**src/rtl/csr_std_bank.sv**
```systemverilog
// Bank of NUM_CSR standard CSRs with privilege and read-only address checks,
// per-bit write protection, a one-deep response register and change strobes.
module csr_std_bank #(
  parameter int                      NUM_CSR     = 4,
  parameter int                      RSZ         = 32,
  parameter int                      SZ          = RSZ,
  parameter logic [11:0]             BASE_ADDR   = 12'h300,
  parameter logic [NUM_CSR*SZ-1:0]   INIT_VALUES = {(NUM_CSR*SZ){1'b0}},
  parameter logic [NUM_CSR*SZ-1:0]   ROMASK      = {(NUM_CSR*SZ){1'b0}}
) (
  input  logic                    clk_in,
  input  logic                    reset_in,
  input  logic [1:0]              mode,
  input  logic                    req_valid,
  output logic                    req_ready,
  input  logic [11:0]             req_addr,
  input  logic [1:0]              req_op,
  input  logic [SZ-1:0]           req_wdata,
  output logic                    rsp_valid,
  input  logic                    rsp_ready,
  output logic [SZ-1:0]           rsp_rdata,
  output logic                    rsp_illegal,
  output logic [NUM_CSR*SZ-1:0]   csr_q,
  output logic [NUM_CSR-1:0]      csr_chg
);

  logic [NUM_CSR-1:0][SZ-1:0] csr_r;
  logic [NUM_CSR-1:0]         csr_chg_r;
  logic                       rsp_valid_r;
  logic [SZ-1:0]              rsp_rdata_r;
  logic                       rsp_illegal_r;

  logic                       accept_s;
  logic [11:0]                offset_s;
  logic                       hit_s;
  logic                       wi_s;
  logic                       illegal_s;
  logic [NUM_CSR-1:0]         sel_s;
  logic [SZ-1:0]              old_s;
  logic [SZ-1:0]              ro_s;
  logic [SZ-1:0]              cand_s;
  logic [SZ-1:0]              new_s;
  logic                       do_write_s;
  logic                       changed_s;

  assign req_ready   = !rsp_valid_r || rsp_ready;
  assign accept_s    = req_valid && req_ready;
  assign rsp_valid   = rsp_valid_r;
  assign rsp_rdata   = rsp_rdata_r;
  assign rsp_illegal = rsp_illegal_r;
  assign csr_q       = csr_r;
  assign csr_chg     = csr_chg_r;

  // Decode the request: address hit, legality, selected entry and its next value.
  always_comb begin
    offset_s  = req_addr - BASE_ADDR;
    hit_s     = (req_addr >= BASE_ADDR) && (offset_s < 12'(NUM_CSR));
    // Set/clear with an empty mask degenerates to a read and escapes the RO-space check.
    wi_s      = (req_op == 2'b01) || (req_op[1] && (req_wdata != {SZ{1'b0}}));
    illegal_s = !hit_s || (mode < req_addr[9:8]) || (wi_s && (req_addr[11:10] == 2'b11));
    old_s     = {SZ{1'b0}};
    ro_s      = {SZ{1'b0}};
    sel_s     = {NUM_CSR{1'b0}};
    for (int i = 0; i < NUM_CSR; i++) begin
      sel_s[i] = (offset_s == 12'(i));
      old_s    = old_s | (csr_r[i] & {SZ{sel_s[i]}});
      ro_s     = ro_s | (ROMASK[i*SZ +: SZ] & {SZ{sel_s[i]}});
    end
    case (req_op)
      2'b01:   cand_s = req_wdata;
      2'b10:   cand_s = old_s | req_wdata;
      2'b11:   cand_s = old_s & ~req_wdata;
      default: cand_s = old_s;
    endcase
    new_s      = (old_s & ro_s) | (cand_s & ~ro_s);
    do_write_s = accept_s && !illegal_s && wi_s;
    changed_s  = do_write_s && (new_s != old_s);
  end

  // CSR storage, response register and change strobes.
  always_ff @(posedge clk_in or posedge reset_in) begin
    if (reset_in) begin
      csr_r         <= INIT_VALUES;
      csr_chg_r     <= {NUM_CSR{1'b0}};
      rsp_valid_r   <= 1'b0;
      rsp_rdata_r   <= {SZ{1'b0}};
      rsp_illegal_r <= 1'b0;
    end else begin
      csr_chg_r <= {NUM_CSR{1'b0}};
      if (accept_s) begin
        rsp_valid_r   <= 1'b1;
        rsp_illegal_r <= illegal_s;
        rsp_rdata_r   <= illegal_s ? {SZ{1'b0}} : old_s;
        csr_chg_r     <= changed_s ? sel_s : {NUM_CSR{1'b0}};
        for (int i = 0; i < NUM_CSR; i++) begin
          if (do_write_s && sel_s[i]) begin
            csr_r[i] <= new_s;
          end
        end
      end else if (rsp_ready) begin
        rsp_valid_r <= 1'b0;
      end
    end
  end

endmodule

```
**config.mk**
```make
export PLATFORM = sky130hd
export DESIGN_NAME = csr_std_bank
export DESIGN_NICKNAME = d
export VERILOG_FILES = /design/src/rtl/csr_std_bank.sv
export SDC_FILE = /design/constraint.sdc
export NUM_CORES = 1
export LEC_CHECK = 0
export CAP_MARGIN = 20
export CORE_MARGIN = 5
export CORE_UTILIZATION = 45
export CTS_CLUSTER_DIAMETER = 100
export CTS_CLUSTER_SIZE = 8
export DETAILED_ROUTE_END_ITERATION = 7
export GPL_TIMING_DRIVEN = 0
export PLACE_DENSITY = 0.85
export SLEW_MARGIN = 25
export SYNTH_ARGS = -nofsm -noshare
export SYNTH_HDL_FRONTEND = slang
export SYNTH_SLANG_ARGS = --single-unit
```
**constraint.sdc**
```tcl
create_clock -name clk_in -period 6.4 [get_ports clk_in]
set_input_delay 0.96 -clock clk_in [delete_from_list [all_inputs] [get_ports clk_in]]
set_output_delay 0.96 -clock clk_in [all_outputs]
set_load 0.005 [all_outputs]
```
# == After elaboration in Yosys (flattened, before gate mapping) ==
# Index checks and enable logic that the tools add are counted.
# Widths: inputs -> output; s select.
# totals
regBits,166
inputBits,52
word_cells,61
# op_classes
add_sub_neg,1
n_lt_le_gt_ge,3
eq_ne,8
muxes,6
bitwise_logic,10
reduce_logical,25
# op_table
cell,n
$and 32x32->32,5
$or 32x32->32,4
$pmux 32 s3,1
$mux 32,1
$ne 32x32->1,1
$not 32->32,1
$reduce_bool 32->1,1
$eq 12x2->1 const B,2
$eq 12x1->1 const B,1
$ge 12x10->1 const B,1
$logic_not 12->1,1
$lt 12x3->1 const B,1
$sub 12x10->12 const B,1
$logic_and 1x1->1,11
$mux 4,2
$reduce_and 2->1,4
$eq 2x2->1 const B,3
$logic_or 1x1->1,4
$logic_not 1->1,3
$eq 2x1->1 const B,1
$lt 2x2->1,1
$mux 1,2
$reduce_bool 2->1,1

# == Depth between registers and ports, before layout ==
# logic_depth
ltp_word,12
ltp_mapped,11

# == Worst setup path after synthesis ==
# Ideal clock, no wire load.
# synth_path
path_kind,input port to flip-flop
from,input req_addr[7]
to,"register csr_r, in the netlist csr_q[32]"
setup_time_ps,128
arrival_ps,3405
required_time_ps,6272
path_slack_ps,2867
stages,10
n_path_buf,3
cell_sequence,nor4_4 nand3_1 or4_1 buf_2 or4_4 nor2_2 and2_1 buf_4 buf_6 mux2_1
# synth_via
elab_chain_cells,11
elab_cells_between_ends,26
cone_classes,1 x add/sub; 2 x order compare; 3 x eq/ne; 1 x mux; 9 x bitwise; 10 x reduce/logical
# synth_rtl
item,line_no,source
start: declaration,16,"input logic [11:0] req_addr,"
$sub 12x10->12,56,offset_s = req_addr - BASE_ADDR;
$lt 12x3->1,57,hit_s = (req_addr >= BASE_ADDR) && (offset_s < 12'(NUM_CSR));
$logic_and 1x1->1,57,
$logic_not 1->1,60,illegal_s = !hit_s || (mode < req_addr[9:8]) || (wi_s && (req_addr[11:10] == 2'b11));
$logic_or 1x1->1 (2 in series),60,
$logic_not 1->1,76,do_write_s = accept_s && !illegal_s && wi_s;
$logic_and 1x1->1 (2 in series),76,
$logic_and 1x1->1,96,if (do_write_s && sel_s[i]) begin
$reduce_and 2->1 (no source line),--,
end signal: indexed assignment,97,csr_r[i] <= new_s;
end: declaration,27,logic [NUM_CSR-1:0][SZ-1:0] csr_r;
# Parallel ways exist; a longest one is shown, timed or not.
# A chain may end at the register's enable or synchronous reset.

# == Final worst setup path ==
# layout_path
from,input req_addr[2]
to,register csr_chg_r[3] (netlist: csr_chg[3])
# layout_via
elab_chain_cells,12
elab_cells_between_ends,28
cone_classes,1 x add/sub; 2 x order compare; 4 x eq/ne; 3 x mux; 9 x bitwise; 9 x reduce/logical
# layout_rtl
item,line_no,source
$sub 12x10->12,56,
$eq 12x1->1 (tied with other cells),65,sel_s[i] = (offset_s == 12'(i));
$and 32x32->32 / $logic_and 1x1->1 (equally long branches),"66, 57",
$or 32x32->32 / $logic_not 1->1 (equally long branches),"66, 60",
$or 32x32->32 / $logic_or 1x1->1 (equally long branches) (2 in series),"66, 60",
$and 32x32->32 (tied with other cells),72,2'b11: cand_s = old_s & ~req_wdata;
$pmux 32 s3 / $logic_and 1x1->1 (equally long branches),"69, 76",
$ne 32x32->1 / $logic_and 1x1->1 (equally long branches),"77, 76",
$logic_and 1x1->1,77,changed_s = do_write_s && (new_s != old_s);
$mux 4 *,94,csr_chg_r <= changed_s ? sel_s : {NUM_CSR{1'b0}};
$mux 4 *,90,if (accept_s) begin
end signal: assignment,84,csr_chg_r <= {NUM_CSR{1'b0}};
end signal: assignment,89,csr_chg_r <= {NUM_CSR{1'b0}};
end signal: assignment,94,
end: declaration,28,logic [NUM_CSR-1:0] csr_chg_r;
# Every way passes the cells marked *; elsewhere a longest branch is shown, timed or not.

==> metrics.md <==
| Metric | Value |
|---|---|
| EDFF count, synth | `0` |
| Outcome | `completed` |
| Vias in the first global route | `slightly above 8000` |
| Yosys warns | `0` |
| First-pass GRT wire length | `a little over 50000 um` |
| Slew HR | `about a quarter` |
| Cell variety after synth | `between 50 and 60` |
| Peak VDD IR | `~0.19 mV` |
| GRT Overall Usage | `30.6%` |
| TritonCTS Buffers | `17` |
| Synth top area cells | `dfrtp_1 (46%), mux2_2 (12%), mux4_2 (8.1%), mux2_1 (4.3%), o21ai_0 (3.7%)` |
| RR Startpoint | `rsp_valid` |
| I/O pin cnt | `about 220` |
| Core area | `between 15000 and 20000 um^2` |
| Post-synth ARST share | `100%` |
| Routed via count | `around 8300` |
| Final instance area | `between 10000 and 15000 um^2` |
| Fraction of the mapped netlist area in adder cells | `less than 1%` |
| Worst-path fanout max | `10` |
| Synthesized cell area | `approximately 9000 um^2` |
| # nets final | `1085` |
| F_max | `192 MHz` |
| CP Launch Type | `input pin` |
| Initial antenna violation count | `0` |
| Pwr Density | `191 nW/um^2` |
| CTS max path bufs | `2` |
| Worst Hold Launch | `rsp_rdata[31]` |
| Cts hold-fix bufs | `0` |
| Die area | `22800 um^2` |
| Die height | `about 150 um` |
| Final Skew | `between 0.007 and 0.008 ns` |
| WL per Instance | `about 27 um` |
| Simple-Gate Fraction of Synth Area | `about a tenth` |
| N_diodes | `0` |
| Syn-to-layout area delta | `34.5%` |
| Largest net degree at the start of global routing | `96` |
| Crit path launch | `req_addr[2]` |
| RSZ-0062 raised after global routing | `no` |
| Final setup violation count | `0` |
| Root Buffer | `clkbuf_16` |
| Htree depth | `4` |
| Final Max Slew Viols | `0` |
| Most common cell on crit path | `nor4_1` |
| PostCTS Resize Cnt | `0` |
| Syn Inst Count | `approximately 800` |
| Clk Latency, worst-skew pair | `roughly 0.44 ns` |
| Leak | `about 0.0052 uW` |
| Synth cell count leaders | `dfrtp_1 (166), mux2_2 (96), nand2_1 (74), o21ai_0 (67), clkbuf_1 (36)` |
| Largest family of logic cells by synthesized area | `multiplexers` |
| Vias per cell | `~6.3` |
| Post-CTS setup buffer count | `0` |
| Crit-path slowest cell | `nor4_1` |
| Share of the synthesized area in the top cell type | `a little under half` |
| Drt pass-1 iters | `6` |
| Die W | `roughly 150 um` |
| CP Cell Sequence | `clkdlybuf4s50_1, nor2_1, clkbuf_1, buf_1, nand4_1, a22o_1, nor4_1, o32ai_1, nor4_1, a31oi_1` |
| CTS tree | `done` |
| Post-synthesis net count | `roughly 850` |
| IO Port Bufs | `214` |
| Final Util | `61.7%` |
| Hold Fails Final Rpt | `0` |
| Top_reg_cell synth | `dfrtp_1` |
| WL final | `about 35000 um` |
| Iter 0 DRT Violations | `roughly 1200` |
| Worst Setup End Kind | `flop` |
| Worst-path clk slew | `roughly 0.06 ns` |
| Effective utilization at floorplan | `a little under half` |
| Clock period minus worst slack | `roughly 5.2 ns` |
| Share of cells above drive strength 1 | `around 18%` |
| Number of remaining DRC errors | `0` |
| HP Class | `flop to flop` |
| Multiplexer share of the synthesized area | `~25%` |
| Count leader, synth | `dfrtp_1` |
| Total gr overflow | `0` |
| Post-DRT Antenna Nets | `0` |
| Yosys top cell by area | `dfrtp_1` |
| Row count | `approximately 50` |
| Post-Synth XOR/XNOR Area | `less than 1%` |
| Crit share post-route | `between 80% and 90%` |
| Area after DPL | `around 11000 um^2` |
| Seq/Total Area, Yosys | `a little under half` |
| Pwr Total | `2310 uW` |
| Syn_area_per_cell | `approximately 11 um^2` |
| Final GP Congestion | `just over 1` |
| Worst Tran Pin Value | `1.14 ns` |
| Max Cap Violations | `0` |
| Clk sinks | `166` |
| Critical path's largest stage delay | `1.00 ns` |
| Filler cells | `about 1600` |
| Worst endpoint required time | `6.67 ns` |
| Crit Path Category | `input pin to flop` |
| Compound-gate portion of the synthesized area | `between 10% and 20%` |
| Register bit total from synthesis | `166` |
| HPWL Detailed | `around 26000 um` |
| Worst EP arrival | `about 5.5 ns` |
-- flip-flops by register name, summed over array words and instances, names as in the netlist --
name         flops
rsp_valid        1
csr_chg          4
csr_q          128
rsp_illegal      1
rsp_rdata       32
-- critical path, delay by kind of cell --
kind / cells / cell delay [ns]
simple gates: 4 / 2.30
compound gates: 3 / 0.72
buf+inv: 3 / 1.47
-- cells by family after synthesis --
| logic type | Yosys count |
|---|---|
| muxes | 171 |
| xor gates and xnor gates | 3 |
| AOI/OAI and AO/OA | 180 |
| and+or+nand+nor | 188 |
| buffers and inverters | 89 |
| DFF | 166 |
| adders and majority gates | 1 |
-- cell type report --
type                       count  area (um^2)  area share, %
multi-input combinational    543         4410           36.6
sequential                   166         4150           34.5
inverter                      27          109          0.904
tap                          265          332           2.75
clock buffer                  18          429           3.56
timing repair buffer         215         2170           18.0
buffer                        62          289           2.40
clock inverter                14          154           1.28
-- cells in the final DEF, fill, tap and decap left out, types with 3 or more instances in the layout --
cell / instances
a21oi_1: 30
a41oi_1: 7
a22oi_1: 5
mux2i_1: 9
mux2_2: 96
xor2_1: 3
nor4_1: 10
clkbuf_1: 37
inv_1: 26
and2_1: 3
mux4_2: 32
buf_2: 9
nor3_1: 7
clkinv_4: 3
dfrtp_1: 166
o22ai_1: 9
o21ai_0: 67
o2bb2ai_1: 3
nor2_1: 35
o221ai_1: 20
nand2b_1: 6
nand2_1: 74
o32ai_1: 5
o21a_1: 7
inv_8: 3
mux2_1: 34
a31oi_1: 4
nand3_1: 4
clkdlybuf4s50_1: 214
clkbuf_16: 17
clkinv_2: 3
or2_2: 3
buf_4: 6
nand4_1: 34
buf_6: 3
a311oi_1: 4
buf_1: 8
clkinvlp_4: 4
-- final timing paths --
path / end / slack [ns] / cells past startpoint
setup / recovery: csr_chg[3] / 1.19 / 10
hold / removal: rsp_rdata[31] / 0.48 / 2
setup reg to reg: csr_q[91] / 2.79 / 9
hold reg to reg: rsp_rdata[31] / 0.48 / 2
max in group asynchronous: csr_q[125] / 4.61 / 3
min in group asynchronous: rsp_rdata[2] / 0.96 / 2
-- per-stage QoR --
step / setup TNS [ns] / setup slack, ns / hold WS (ns) / std cells
global placement: -169.14 / -1.03 / 0.463 / 1277
global route: 0 / 1.17 / 0.504 / 1310
detailed placement: 0 / 0.960 / 0.472 / 1278
finish: 0 / 1.19 / 0.483 / 1310
CTS: 0 / 1.39 / 0.487 / 1310
floorplan: 0 / 0.950 / 0.473 / 798
-- per-layer routing --
metal | global-route usage [%] | vias to the layer above | wire length [um]
li1 | - | 3485 | -
met1 | 42.4 | 4097 | 14000
met2 | 47.8 | 623 | 16100
met3 | 6.88 | 106 | 3840
met4 | 10.5 | 0 | 1160
met5 | 0 | - | 0
-- report_power, final --
| group | total (uW) | switching (uW) | internal [uW] |
|---|---|---|---|
| logic | 228 | 155 | 73.1 |
| clock network | 1030 | 450 | 578 |
| registers | 1050 | 0.214 | 1050 |
(Power assumes the default switching activity.)
